**src/rtl/mul_frame_accumulator.sv**
```systemverilog
// Frame accumulator for the add-tree multiplier product stream: sums FRAME_LEN
// accepted products and holds the sum on a valid/ready port until the sink takes it.
module mul_frame_accumulator #(
  parameter int unsigned DATA_W    = 8,
  parameter int unsigned FRAME_LEN = 4,
  parameter int unsigned ACC_W     = 12,
  parameter int unsigned CNT_W     = 8
) (
  input  logic              clk,
  input  logic              rst_n,
  input  logic [DATA_W-1:0] prod_in,
  input  logic              prod_valid,
  output logic              prod_ready,
  input  logic              frame_clr,
  output logic [ACC_W-1:0]  acc_out,
  output logic              acc_valid,
  input  logic              acc_ready,
  output logic              acc_ovf,
  output logic [CNT_W-1:0]  sample_cnt
);

  typedef enum logic {
    ACCUM = 1'b0,
    HOLD  = 1'b1
  } state_t;

  state_t             state;
  state_t             state_nxt;
  logic [ACC_W-1:0]   acc;
  logic [ACC_W-1:0]   acc_nxt;
  logic [ACC_W-1:0]   acc_out_nxt;
  logic               ovf;
  logic               ovf_nxt;
  logic               acc_ovf_nxt;
  logic               acc_valid_nxt;
  logic [CNT_W-1:0]   cnt_nxt;
  logic [ACC_W:0]     sum;
  logic               accept;
  logic               last;

  // Ready depends on the state register only, so it never loops back through the source.
  assign prod_ready = (state == ACCUM);
  assign accept     = prod_valid & prod_ready;
  assign last       = (sample_cnt == CNT_W'(FRAME_LEN - 1));
  assign sum        = {1'b0, acc} + (ACC_W + 1)'(prod_in);

  always_comb begin
    state_nxt     = state;
    acc_nxt       = acc;
    ovf_nxt       = ovf;
    cnt_nxt       = sample_cnt;
    acc_out_nxt   = acc_out;
    acc_ovf_nxt   = acc_ovf;
    acc_valid_nxt = acc_valid;

    if (frame_clr) begin
      // Abort: drop any in-flight product and any pending result; acc_out/acc_ovf are left stale.
      state_nxt     = ACCUM;
      acc_nxt       = '0;
      ovf_nxt       = 1'b0;
      cnt_nxt       = '0;
      acc_valid_nxt = 1'b0;
    end else begin
      unique case (state)
        ACCUM: begin
          if (accept) begin
            if (last) begin
              acc_out_nxt   = sum[ACC_W-1:0];
              acc_ovf_nxt   = ovf | sum[ACC_W];
              acc_valid_nxt = 1'b1;
              state_nxt     = HOLD;
              acc_nxt       = '0;
              ovf_nxt       = 1'b0;
              cnt_nxt       = '0;
            end else begin
              acc_nxt = sum[ACC_W-1:0];
              ovf_nxt = ovf | sum[ACC_W];
              cnt_nxt = sample_cnt + 1'b1;
            end
          end
        end
        HOLD: begin
          if (acc_valid && acc_ready) begin
            acc_valid_nxt = 1'b0;
            state_nxt     = ACCUM;
          end
        end
        default: state_nxt = ACCUM;
      endcase
    end
  end

  always_ff @(posedge clk or negedge rst_n) begin
    if (!rst_n) begin
      state      <= ACCUM;
      acc        <= '0;
      ovf        <= 1'b0;
      sample_cnt <= '0;
      acc_out    <= '0;
      acc_ovf    <= 1'b0;
      acc_valid  <= 1'b0;
    end else begin
      state      <= state_nxt;
      acc        <= acc_nxt;
      ovf        <= ovf_nxt;
      sample_cnt <= cnt_nxt;
      acc_out    <= acc_out_nxt;
      acc_ovf    <= acc_ovf_nxt;
      acc_valid  <= acc_valid_nxt;
    end
  end

endmodule

```
**config.mk**
```make
export PLATFORM = sky130hd
export DESIGN_NAME = mul_frame_accumulator
export DESIGN_NICKNAME = d
export VERILOG_FILES = /design/src/rtl/mul_frame_accumulator.sv
export SDC_FILE = /design/constraint.sdc
export NUM_CORES = 1
export LEC_CHECK = 0
export CORE_UTILIZATION = 56
export CTS_CLUSTER_DIAMETER = 60
export DETAILED_ROUTE_END_ITERATION = 12
export GPL_ROUTABILITY_DRIVEN = 0
export GPL_TIMING_DRIVEN = 1
export PLACE_DENSITY = 0.85
export SYNTH_ARGS = -nofsm -noshare
export SYNTH_HDL_FRONTEND = slang
export SYNTH_SLANG_ARGS = --single-unit
```
**constraint.sdc**
```tcl
create_clock -name clk -period 3.3 [get_ports clk]
set_clock_uncertainty 0.1 [all_clocks]
set_input_delay 0.33 -clock clk [delete_from_list [all_inputs] [get_ports clk]]
set_output_delay 0.33 -clock clk [all_outputs]
set_load 0.05 [all_outputs]
```
==> run summary <==
Status -> finished clean
Worst Setup SP -> prod_in[0]
Synthesized instance count -> 189
Power Density -> 486 nW/um^2
Register area share after synthesis -> 46.7%
TritonCTS clock tree -> yes
Die height -> 60.7 microns
Startpoint Class -> primary input
Vias in the first global route -> 1576
GRT Total Usage -> 26.7%
Htree depth -> 2
Filler cells -> 242
Hold Path Class -> primary input to async pin
CTS Sinks -> 36
Post-Syn Area -> 1930 sq um
Vias -> 1588
Core ar. -> 3150 sq um
Final #Nets -> 253
Remaining Overflow, GRT -> 0
Antenna diodes -> 0
Yosys warnings -> 0
Final slew viol count -> 0
RSZ-0062 raised after global routing -> false
Sequential cell area -> 901 sq um
Io pins -> 36
First-pass GRT wire length -> 7020 microns
Clk Latency, worst-skew pair -> 0.36 ns
Ratio of cells with drive above 1 in the final layout -> 9.96%
Routed wire length -> 4210 microns
Part of the cycle the worst path needs -> 67.1%
Post-DP HPWL -> 3040 microns
Tmin final -> 2.21 ns
CTS Buffer Depth -> 2
Fin. Hold Viols -> 0
EDFF count, synth -> 0
Setup Viol. Count Final -> 0
Required time worst endpoint -> 3.51 ns
Worst r2r src -> acc[0]
Residual DRC -> 0
Final TNS setup -> 0 ns
Pin count of the biggest net entering global routing -> 37
Most used DFF post-synth -> dfrtp_1
Largest cells by area after synthesis -> dfrtp_1 (47%), ha_1 (5.8%), nand2_1 (5.3%), xor2_1 (4.1%), mux2_2 (3.5%)
Multi-input combinational cell area -> 990 sq um
Area Growth Syn to Fin -> 24.7%
Port Buffers -> 35
FMAX -> 0.451 GHz
Row Count -> 20
Initial drt markers -> 66
Syn_nets -> 212
Syn_area_per_cell -> 10.2 sq um
CTS buffer count -> 5
Slew headroom -> 46.9%
Post-CTS sizing -> 0
Leading area contributor after synthesis -> dfrtp_1
Vias per cell -> 5.77
Layout Utilization -> 76.3%
Worst-Margin Slew -> 0.793 ns
Die ar. -> 3680 sq um
Initial antenna violation count -> 0
Crit path kind -> primary input to flop
Die width -> 60.7 microns
Flops & latches, synth -> 36
Unique masters post-synth -> 39
Initial DRT Pass Iterations -> 4
Clk pin slew, worst setup/hold paths -> 0.12 ns
Initial Util -> 61.2%
Arrival time at the worst endpoint -> 2.42 ns
CTS hold repair buffers -> 0
Clock root cell -> clkbuf_4
WL/cell -> 15.3 microns
ANT nets after route -> 0
FFs w/ async S/R, synth -> 100%
CP Max Fanout -> 4
Peak supply drop -> 0.410 mV
Leakage power -> 0.00107 uW
Max-cap violation count -> 0
Postcts setup bufs -> 0
Crit. End Element -> flop
Post-synth top area share -> 46.7%
[state kept, by name, indices dropped and copies added (netlist names)]
name,cells
acc_ovf,1
sample_cnt,8
acc,12
acc_valid,1
acc_out,12
ovf,1
state,1
[power breakdown]
group	leakage, uW	switching [uW]	total (uW)	internal (uW)
clock network	0.0000412	160	318	158
logic	0.000532	211	345	134
registers	0.000493	26.7	507	481
total	0.00107	397	1170	773
[kinds of logic (layout without fill, tap and decap cells)]
family | Yosys count | in the layout | share of synthesized area (%)
AOI/OAI and AO/OA | 48 | 48 | 16.0
xor gates and xnor gates | 15 | 15 | 6.81
adders and majority gates | 10 | 10 | 6.87
buffers and inverters | 8 | 50 | 2.01
DFF | 36 | 36 | 46.7
muxes | 8 | 8 | 4.54
and+or+nand+nor | 64 | 64 | 17.1
[critical path, cell delays in order]
cell             delay (ns)
clkdlybuf4s50_1        0.46
ha_1                   0.20
inv_1                  0.07
fa_1                   0.41
nand2b_1               0.18
a21oi_1                0.23
o21ai_1                0.18
o21ai_0                0.20
mux2_2                 0.17
[cells in the final DEF (no fill, tap or decap), drive strengths merged, types with 4 or more instances in the layout]
master,Yosys,final
nand4,4,4
mux2,6,6
ha,9,9
clkdlybuf4s50,0,35
o21ai,16,16
nor2,11,11
xor2,9,9
nand2b,6,6
clkbuf,0,5
o22ai,4,4
inv,6,6
dfrtp,36,36
nand2,28,28
a21oi,11,11
nor3,4,4
a22o,4,4
xnor2,6,6
[Yosys cell counts, types with 2 or more instances]
| library cell | count |
|---|---|
| nor2_1 | 11 |
| nand2_1 | 27 |
| a21oi_1 | 11 |
| dfrtp_1 | 36 |
| ha_1 | 9 |
| a22o_1 | 4 |
| xnor2_1 | 6 |
| xor2_1 | 9 |
| o21ai_1 | 4 |
| nor3_1 | 3 |
| inv_1 | 6 |
| nand4_1 | 4 |
| a211oi_1 | 2 |
| o22ai_1 | 4 |
| nand2b_1 | 6 |
| a31oi_1 | 2 |
| mux2_2 | 6 |
| nor2b_1 | 2 |
| nand3_1 | 3 |
| o21ai_0 | 11 |
| mux2i_1 | 2 |
| a21o_1 | 3 |
| and3_1 | 2 |
[cell type report]
class | count | area share (%)
tap | 44 | 2.29
multi-input combinational | 145 | 41.1
inverter | 6 | 0.936
clock buffer | 5 | 1.56
clock inverter | 3 | 1.77
sequential | 36 | 37.4
timing repair buffer | 36 | 14.9
[path summary, 6_finish.rpt]
kind	to	slack [ns]	cells past startpoint
max in group asynchronous	acc[0]	2.51	2
min in group clk	acc_out[11]	0.40	2
worst min-delay path	acc[7]	0.27	2
worst max register to register	acc_ovf	1.16	8
worst max-delay path	acc_ovf	1.09	9
worst min register to register	acc_out[11]	0.40	2
[layer usage]
| layer | routed length (microns) | GRT usage, % | vias to the layer above |
|---|---|---|---|
| met2 | 2060 | 43.2 | 52 |
| met3 | 255 | 7.25 | 13 |
| met4 | 136 | 14.9 | 0 |
| met1 | 1750 | 32.4 | 771 |
| met5 | 0 | 0 | - |
| li1 | - | - | 752 |
[through the flow]
| stage | total power (uW) | area (sq um) | hold slack (ns) | instances | worst slack, ns |
|---|---|---|---|---|---|
| after floorplan | 748 | 1930 | -0.0656 | 189 | 1.36 |
| after global placement | 848 | 2330 | 0.362 | 267 | 0.809 |
| after detailed placement | 857 | 2330 | 0.377 | 267 | 0.730 |
| after CTS | 1170 | 2410 | 0.298 | 275 | 1.08 |
| after global routing | 1220 | 2410 | 0.342 | 275 | 0.934 |
| final | 1170 | 2410 | 0.275 | 275 | 1.09 |
No activity file was read; power rests on OpenSTA's default activity.
